[src/rtl/ifu_prefetch_pkg.sv]
// ----------------------------------------------------------------------------
// ifu_prefetch_pkg
// Shared definitions for the instruction-fetch prefetch unit: default
// bus widths, the default reset fetch address, the instruction size in
// bytes, and a helper that gives the width of one packed {pc, inst} entry.
// ----------------------------------------------------------------------------
package ifu_prefetch_pkg;

    localparam int unsigned INST_ADDR_W   = 32;            // InstAddrBus width
    localparam int unsigned INST_DATA_W   = 32;            // InstBus width
    localparam int unsigned PREFETCH_DEPTH = 4;
    localparam logic [31:0] DEFAULT_RESET_PC = 32'h0000_0000;
    localparam int unsigned INST_BYTES    = 4;

    // Width of one prefetch entry: {pc, inst}.
    function automatic int unsigned fetch_entry_w(input int unsigned addr_w,
                                                  input int unsigned data_w);
        return addr_w + data_w;
    endfunction

endpackage

[src/rtl/ifu_prefetch_sync_fifo.sv]
// ----------------------------------------------------------------------------
// ifu_prefetch_sync_fifo
// Synchronous FIFO holding packed {pc, inst} fetch entries.
// Ports:
//   clk, rst            clock, synchronous active-low reset
//   push_i/push_data_i  write one entry (caller guarantees not full)
//   pop_i               drop the head entry
//   clear_i             empty the FIFO (highest priority)
//   clear_keep_one_i    keep only the entry after the head, as the new head
//   head_data_o         current head entry
//   count_o             number of stored entries
//   empty_o             no entries stored
// Pointers carry one extra wrap bit so full and empty are distinguishable.
// ----------------------------------------------------------------------------
module ifu_prefetch_sync_fifo #(
    parameter int unsigned DATA_W = 64,
    parameter int unsigned DEPTH  = 4
) (
    input  logic                     clk,
    input  logic                     rst,
    input  logic                     push_i,
    input  logic [DATA_W-1:0]        push_data_i,
    input  logic                     pop_i,
    input  logic                     clear_i,
    input  logic                     clear_keep_one_i,
    output logic [DATA_W-1:0]        head_data_o,
    output logic [$clog2(DEPTH):0]   count_o,
    output logic                     empty_o
);

    localparam int unsigned IDX_W = $clog2(DEPTH);
    localparam int unsigned PTR_W = IDX_W + 1;

    logic [DATA_W-1:0] mem_q [DEPTH];
    logic [PTR_W-1:0]  wr_ptr_q, wr_ptr_d;
    logic [PTR_W-1:0]  rd_ptr_q, rd_ptr_d;
    logic              wr_en;

    always_comb begin
        wr_ptr_d = wr_ptr_q;
        rd_ptr_d = rd_ptr_q;
        wr_en    = 1'b0;
        if (clear_i) begin
            wr_ptr_d = '0;
            rd_ptr_d = '0;
        end else if (clear_keep_one_i) begin
            // Entry rd+1 becomes the sole entry; everything after it is gone.
            rd_ptr_d = rd_ptr_q + PTR_W'(1);
            wr_ptr_d = rd_ptr_q + PTR_W'(2);
        end else begin
            if (push_i) begin
                wr_en    = 1'b1;
                wr_ptr_d = wr_ptr_q + PTR_W'(1);
            end
            if (pop_i) begin
                rd_ptr_d = rd_ptr_q + PTR_W'(1);
            end
        end
    end

    always_ff @(posedge clk) begin
        if (!rst) begin
            wr_ptr_q <= '0;
            rd_ptr_q <= '0;
        end else begin
            wr_ptr_q <= wr_ptr_d;
            rd_ptr_q <= rd_ptr_d;
        end
    end

    // Storage needs no reset: it is only visible through a valid head.
    always_ff @(posedge clk) begin
        if (wr_en) begin
            mem_q[wr_ptr_q[IDX_W-1:0]] <= push_data_i;
        end
    end

    assign head_data_o = mem_q[rd_ptr_q[IDX_W-1:0]];
    assign count_o     = wr_ptr_q - rd_ptr_q;
    assign empty_o     = (wr_ptr_q == rd_ptr_q);

endmodule

[src/rtl/ifu_prefetch.sv]
// ----------------------------------------------------------------------------
// ifu_prefetch
// Instruction fetch unit with a prefetch FIFO of {pc, inst} pairs between the
// instruction ROM and the decode stage. One ROM request may be outstanding.
// Ports:
//   clk, rst                 clock, synchronous active-low reset
//   rom_req_o/rom_addr_o     fetch request and its address
//   rom_ack_i                request accepted this cycle
//   rom_rvalid_i/rom_data_i  read response, in request order
//   id_valid_o/id_pc_o/id_inst_o  head entry towards decode
//   id_ready_i               decode consumes the head
//   branch_flag_i/branch_target_address_i  taken branch decoded on the head
//   flush_i/flush_pc_i       full pipeline flush and restart address
//   busy_o                   a request is outstanding
// ROM handshake: a request transfers when rom_req_o & rom_ack_i at a rising
// edge; rom_addr_o holds until then. A response transfers on rom_rvalid_i and
// belongs to the oldest outstanding request (or to a request accepted in the
// same cycle). Decode handshake: the head transfers on id_valid_o & id_ready_i.
// ----------------------------------------------------------------------------
module ifu_prefetch
    import ifu_prefetch_pkg::*;
#(
    parameter int unsigned       ADDR_W   = INST_ADDR_W,
    parameter int unsigned       DATA_W   = INST_DATA_W,
    parameter int unsigned       DEPTH    = PREFETCH_DEPTH,
    parameter logic [ADDR_W-1:0] RESET_PC = ADDR_W'(DEFAULT_RESET_PC)
) (
    input  logic              clk,
    input  logic              rst,
    output logic              rom_req_o,
    output logic [ADDR_W-1:0] rom_addr_o,
    input  logic              rom_ack_i,
    input  logic              rom_rvalid_i,
    input  logic [DATA_W-1:0] rom_data_i,
    output logic              id_valid_o,
    output logic [ADDR_W-1:0] id_pc_o,
    output logic [DATA_W-1:0] id_inst_o,
    input  logic              id_ready_i,
    input  logic              branch_flag_i,
    input  logic [ADDR_W-1:0] branch_target_address_i,
    input  logic              flush_i,
    input  logic [ADDR_W-1:0] flush_pc_i,
    output logic              busy_o
);

    localparam int unsigned       ENTRY_W   = fetch_entry_w(ADDR_W, DATA_W);
    localparam int unsigned       CNT_W     = $clog2(DEPTH) + 1;
    localparam logic [CNT_W-1:0]  DEPTH_CNT = CNT_W'(DEPTH);
    localparam logic [CNT_W-1:0]  TWO_CNT   = CNT_W'(2);
    localparam logic [ADDR_W-1:0] PC_STEP   = ADDR_W'(INST_BYTES);

    logic [ADDR_W-1:0] fetch_pc_q, fetch_pc_d;
    logic [ADDR_W-1:0] req_addr_q, req_addr_d;
    logic [ADDR_W-1:0] redirect_pc_q, redirect_pc_d;
    logic              outstanding_q, outstanding_d;
    logic              drop_q, drop_d;
    logic              redirect_pend_q, redirect_pend_d;

    logic              req_fire, resp_fire, pop_fire, br_fire, br_multi;
    logic [ADDR_W-1:0] resp_addr;
    logic              fifo_push, fifo_pop, fifo_clear, fifo_keep_one;
    logic [ENTRY_W-1:0] fifo_head;
    logic [CNT_W-1:0]  fifo_count;
    logic              fifo_empty;

    assign rom_req_o  = rst & ~outstanding_q
                      & ((fifo_count + CNT_W'(outstanding_q)) < DEPTH_CNT);
    assign rom_addr_o = fetch_pc_q;
    assign busy_o     = outstanding_q;
    assign id_valid_o = ~fifo_empty;
    assign id_pc_o    = id_valid_o ? fifo_head[ENTRY_W-1:DATA_W] : '0;
    assign id_inst_o  = id_valid_o ? fifo_head[DATA_W-1:0] : '0;

    always_comb begin
        req_fire  = rom_req_o & rom_ack_i;
        // A response may also return in the same cycle its request is accepted.
        resp_fire = rom_rvalid_i & (outstanding_q | req_fire);
        resp_addr = outstanding_q ? req_addr_q : fetch_pc_q;
        pop_fire  = id_valid_o & id_ready_i;
        br_fire   = branch_flag_i & pop_fire & ~flush_i;
        br_multi  = br_fire & (fifo_count >= TWO_CNT);

        fetch_pc_d      = fetch_pc_q;
        req_addr_d      = req_addr_q;
        redirect_pc_d   = redirect_pc_q;
        outstanding_d   = outstanding_q;
        drop_d          = drop_q;
        redirect_pend_d = redirect_pend_q;
        fifo_push       = resp_fire & ~(outstanding_q & drop_q);
        fifo_pop        = pop_fire;
        fifo_clear      = 1'b0;
        fifo_keep_one   = 1'b0;

        if (req_fire) begin
            outstanding_d = 1'b1;
            req_addr_d    = fetch_pc_q;
            if (redirect_pend_q) begin
                fetch_pc_d      = redirect_pc_q;
                redirect_pend_d = 1'b0;
            end else begin
                fetch_pc_d = fetch_pc_q + PC_STEP;
            end
        end
        if (resp_fire) begin
            outstanding_d = 1'b0;
            drop_d        = 1'b0;
        end

        // Whatever is still in flight after this edge belongs to the old
        // stream on a flush or multi-entry branch, so it must be discarded.
        if (flush_i) begin
            fifo_clear      = 1'b1;
            fifo_push       = 1'b0;
            fifo_pop        = 1'b0;
            fetch_pc_d      = flush_pc_i;
            redirect_pend_d = 1'b0;
            drop_d          = outstanding_d;
        end else if (br_multi) begin
            // Delay slot is already buffered as entry 1; keep only it.
            fifo_keep_one   = 1'b1;
            fifo_push       = 1'b0;
            fifo_pop        = 1'b0;
            fetch_pc_d      = branch_target_address_i;
            redirect_pend_d = 1'b0;
            drop_d          = outstanding_d;
        end else if (br_fire) begin
            if (outstanding_q | req_fire) begin
                // Delay slot is in flight (or being requested now): keep it.
                fetch_pc_d = branch_target_address_i;
            end else begin
                // Delay slot not yet requested: fetch it first, then target.
                redirect_pend_d = 1'b1;
                redirect_pc_d   = branch_target_address_i;
            end
        end
    end

    always_ff @(posedge clk) begin
        if (!rst) begin
            fetch_pc_q      <= RESET_PC;
            req_addr_q      <= '0;
            redirect_pc_q   <= '0;
            outstanding_q   <= 1'b0;
            drop_q          <= 1'b0;
            redirect_pend_q <= 1'b0;
        end else begin
            fetch_pc_q      <= fetch_pc_d;
            req_addr_q      <= req_addr_d;
            redirect_pc_q   <= redirect_pc_d;
            outstanding_q   <= outstanding_d;
            drop_q          <= drop_d;
            redirect_pend_q <= redirect_pend_d;
        end
    end

    ifu_prefetch_sync_fifo #(
        .DATA_W (ENTRY_W),
        .DEPTH  (DEPTH)
    ) u_fifo (
        .clk              (clk),
        .rst              (rst),
        .push_i           (fifo_push),
        .push_data_i      ({resp_addr, rom_data_i}),
        .pop_i            (fifo_pop),
        .clear_i          (fifo_clear),
        .clear_keep_one_i (fifo_keep_one),
        .head_data_o      (fifo_head),
        .count_o          (fifo_count),
        .empty_o          (fifo_empty)
    );

endmodule

[config.mk]
export PLATFORM = sky130hd
export DESIGN_NAME = ifu_prefetch
export DESIGN_NICKNAME = d
export VERILOG_FILES = /design/src/rtl/ifu_prefetch_pkg.sv /design/src/rtl/ifu_prefetch_sync_fifo.sv /design/src/rtl/ifu_prefetch.sv
export SDC_FILE = /design/constraint.sdc
export NUM_CORES = 1
export LEC_CHECK = 0
export BUFFER_PORTS_ARGS = -buffer_cell sky130_fd_sc_hd__buf_4
export CAP_MARGIN = 10
export CORE_UTILIZATION = 43
export CTS_CLUSTER_DIAMETER = 100
export DETAILED_ROUTE_END_ITERATION = 10
export SLEW_MARGIN = 25
export SYNTH_ARGS = -nofsm -noshare
export SYNTH_HDL_FRONTEND = slang
export SYNTH_SLANG_ARGS = --single-unit
export TNS_END_PERCENT = 100
[constraint.sdc]
create_clock -name clk -period 11.23 [get_ports clk]
set_input_delay 3.369 -clock clk [delete_from_list [all_inputs] [get_ports clk]]
set_output_delay 3.369 -clock clk [all_outputs]
set_load 0.005 [all_outputs]
[Word level (Yosys, flattened, before mapping)]
Memory sizes are Yosys's and may differ from the RTL's. A register that Yosys moved wholly into a read port is not among the register bits.
Cells that the tools add are included.
Storage, ports and cells
  register bits after elaboration: 105
  latch bits: 0
  memory bits (writable): 256
  memory bits (read-only): 0
  bits of input ports: 103
  output and inout port bits: 99
  word-level logic and storage cells: 77
  memories: 1
Cells by class
  $add $sub $neg: 6
  $mul: 0
  divide/modulo/power cells: 0
  $lt $le $gt $ge: 2
  equality and inequality tests: 1
  shift-type cells: 0
  multiplexer cells: 35
  bitwise operators: 18
  reductions and logical operators: 6
Memory list
  u_fifo.mem_q: depth 4, bits a word 64, rd ports 1, clocked after memory_dff 1, write ports 1, line ifu_prefetch_sync_fifo.sv:34  | logic [DATA_W-1:0] mem_q [DEPTH];
Operator list (count)
  $mux 32: 9
  $add 32x3->32 const B: 1
  $mux 1: 20
  $mux 3: 4
  $and 1x1->1: 10
  $not 1->1: 7
  $add 3x1->3 const B: 2
  $mux 2: 2
  $reduce_and 4->1: 1
  $reduce_bool 2->1: 2
  $add 3x1->3: 1
  $add 3x2->3 const B: 1
  $eq 3x3->1: 1
  $ge 3x2->1 const B: 1
  $lt 3x3->1 const B: 1
  $reduce_bool 3->1: 1
  $reduce_or 3->1: 1
  $sub 3x3->3: 1
  $reduce_or 2->1: 1
  $or 1x1->1: 1

[Depth between registers and ports, before layout]
  depth after elaboration: 15
  mapped depth: 10
  gate-level depth less buffers: 8

[Hierarchy]
From an unflattened synthesis, not the netlist that was laid out.
Second synthesis, totals
  cell total of the unflattened synthesis: 1159
  area, all modules: 15568.7 µm²
By module, submodules not included
  ifu_prefetch_sync_fifo: times used 1, cells an instance 387, area an instance 9794.4 µm², sequential area each 7847.5 µm²
  ifu_prefetch: times used 1, cells an instance 772, area an instance 5774.3 µm², sequential area each 1981.9 µm²

[Worst setup path after synthesis]
Ideal clock, no wire load.
  kind: input port to output port
  start: in rst
  end: out rom_req_o
  arrival time: 3.818 ns
  data required time: 7.861 ns
  path slack: 4.043 ns
  stages: 3
  buffers on the path: 1
  cell sequence: inv_2 clkbuf_1 nor3_1
On the way
  word-level cells in the longest chain between the ends: 2
RTL lines
  start: declaration: line ifu_prefetch.sv:29  | input logic rst,
  $and 1x1->1: line ifu_prefetch.sv:66  | assign rom_req_o = rst & ~outstanding_q
  $and 1x1->1: line ifu_prefetch.sv:67  | & ((fifo_count + CNT_W'(outstanding_q)) < DEPTH_CNT);
  end: declaration: line ifu_prefetch.sv:30  | output logic rom_req_o,
Every way passes these cells.

[Worst setup path in the final report]
Same ends and word-level chain as after synthesis.

==> metrics.md <==
| Metric | Value |
|---|---|
| Fmax | 131 MHz |
| Crit Path Class | input pin to primary output |
| Die area | 37100 um2 |
| YS warnings | 0 |
| RSZ-0062 raised after global routing | no |
| MaxCap Viol Count | 0 |
| Mean Syn Cell Area | 13.5 um2 |
| Routed Antenna Nets | 0 |
| Total grt overflow | 0 |
| Ratio of cells with drive above 1 in the final layout | 28.9% |
| Final setup violation count | 0 |
| Syn Inst Count | 1160 |
| Layout Skew | 0.0136 ns |
| Post-route core utilization | 52.3% |
| Post-CTS Hold Buffers | 0 |
| Port bufs | 201 |
| CP max FO | 35 |
| #FFs+latches synth | 363 |
| P per Cell Area | 152 nW/um2 |
| Slowest-stage cell, CP | inv_2 |
| CP max stage delay | 0.47 ns |
| Min cycle time layout | 7.65 ns |
| Setup TNS | 0 ns |
| Detailed Route Iter0 Violations | 924 |
| Seq/Total Area, Yosys | 62.9% |
| Max rail drop VDD | 0.0884 mV |
| CP endpoint kind | primary output |
| Placed inst area | 17400 um2 |
| All-Layer GR Usage | 20.7% |
| Clk_lat worst skew | 0.53 ns |
| TritonCTS clock tree | built |
| Number of clock sinks | 363 |
| I/O pin cnt | 202 |
| CTS resizes | 0 |
| Grt met1 use | 29.4% |
| CP Launch Type | input pin |
| Ys flop type | edfxtp_1 |
| CTS clock-pin slew for the worst setup and hold paths | 0.05 ns |
| GP Congestion | 0.840 |
| Hold WS | 0.451 ns |
| Initial antenna violation count | 0 |
| Final period utilization | 68.2% |
| Vias/cell | 5.60 |
| Post-synth ARST share | 0% |
| DR WL/cell | 20.9 um |
| Outcome | finished, violations left |
| Final Instance Area | 18600 um2 |
| Row cnt | 69 |
| Fillers | 3069 |
| Initial core utilization | 43.8% |
| Chip width | 193 um |
| Most frequent cells in the layout | 256 x edfxtp_1, 215 x buf_4, 164 x nand2_1, 104 x dfxtp_1, 92 x a21oi_1 |
| Required @ worst endpoint | 7.86 ns |
| Lkg Pwr | 6.40 nW |
| Most used cell along the critical path | buf_4 |
| Met3 Resource Use GR | 3.47% |
| Buffer depth of the longest clock path | 3 |
| Synthesized cell area | 15600 um2 |
| Met2 usage | 32.3% |
| Fin. max-slew vios | 0 |
| Final worst setup slack | 3.58 ns |
| Post-synth EDFFs | 256 |
| Final Hold Viols | 0 |
| Distinct cells, synth | 78 |
| Total CTS buffers | 39 |
| Worst path cell trace | buf_4 > inv_2 > nor3_1 > buf_4 |
| Die height | 193 um |
| Nets | 1444 |
| First-pass GRT wire length | 58400 um |
| First-pass DRT Iterations | 8 |
| Setup Fix Bufs, Post-CTS | 0 |
| Worst slew margin | 26.2% |
| Area growth, synth to finish | 19.3% |
| Core ar. | 35700 um2 |
| Commonest non-fill, non-tap cell in the layout | edfxtp_1 |
| Syn_nets | 1272 |
| Detailed placement HPWL | 23300 um |
| R2r setup slk | 7.57 ns |
| Post-Route WL | 38100 um |
| CP arrival | 4.29 ns |
| Largest net degree at the start of global routing | 71 |
| ANT cells | 0 |
| Vias | 10200 |
| H-Tree Depth | 2 |
| Clock root cell | clkbuf_16 |
| Vias in the first global route | 9964 |
| Least-Margin Pin Slew | 1.10 ns |
| DR DRC count | 24 |
| Place WS | 3.57 ns |
| Hold Path Class | flop to flop |
| Global routing's busiest layer | met2 |
| Violated checks | design-rule violations |
## critical path, delay by kind of cell
family / cells / cell delay [ns]
buffers and inverters: 3 / 0.79
and+or+nand+nor: 1 / 0.12
## synth_stat cells, drive strengths merged, types with 12 or more instances
library cell / count / area (um2)
a21oi: 92 / 460
a22oi: 14 / 105
and2: 74 / 465
and3: 12 / 77.6
buf: 32 / 213
clkbuf: 53 / 236
dfxtp: 107 / 2140
edfxtp: 256 / 7690
mux2: 32 / 360
mux4: 64 / 1440
nand2: 164 / 616
nand3: 13 / 70.1
nand4: 14 / 93.8
nor2: 33 / 124
o21ai: 50 / 250
## path summary, 6_finish.rpt
path                                          from             endpoint  depth (start not counted)
worst max register to register  u_fifo.wr_ptr_q[0]  u_fifo.mem_q[0][40]                          9
worst min-delay path                 req_addr_q[8]        req_addr_q[8]                          2
worst max-delay path                           rst            rom_req_o                          4
worst min register to register       req_addr_q[8]        req_addr_q[8]                          2
## where the power goes
group	leakage, nW	switching, mW	internal [mW]
logic	2.63	0.0772	0.0700
clock network	0.589	0.504	0.710
registers	3.19	0.0246	1.45
total	6.40	0.606	2.23
## through the flow
| step | std cells | power (mW) |
|---|---|---|
| 2_1_floorplan | 1160 | 1.57 |
| 3_3_place_gp | 1750 | 1.65 |
| 3_5_place_dp | 1750 | 1.65 |
| 4_1_cts | 1820 | 2.87 |
| 5_1_grt | 1822 | 2.93 |
| 6_report | 1822 | 2.84 |
## registers in the layout (all words and copies together) (netlist names), named ones only
signal           flops
u_fifo.wr_ptr_q      3
busy_o               1
u_fifo.rd_ptr_q      3
drop_q               1
u_fifo.mem_q       256
redirect_pc_q       32
req_addr_q          32
rom_addr_o          32
redirect_pend_q      1
## per-layer routing
metal  part of all wire (%)  wire, um  up-vias
met2                     45     17400      409
met5                      0         0        -
met4                    2.5       938        0
li1                       -         -     4777
met1                     45     17100     4957
met3                    7.2      2760       59
## cell type report
class                      count  area, um2  share of cell area [%]
clock buffer                  49       1010                    5.44
clock inverter                21        185                   0.993
inverter                       7       26.3                   0.141
multi-input combinational    704       5340                    28.6
sequential                   363       9840                    52.8
tap                          461        577                    3.09
timing repair buffer         217       1670                    8.95
## cells by family after synthesis
| logic type | count (synthesis) | synth area share [%] |
|---|---|---|
| and+or+nand+nor | 353 | 11.3 |
| xor gates and xnor gates | 8 | 0.665 |
| buffers and inverters | 93 | 3.10 |
| AOI/OAI and AO/OA | 234 | 9.52 |
| DFF | 363 | 62.9 |
| muxes | 100 | 11.8 |
| adders and majority gates | 9 | 0.769 |
(Power assumes the default switching activity.)
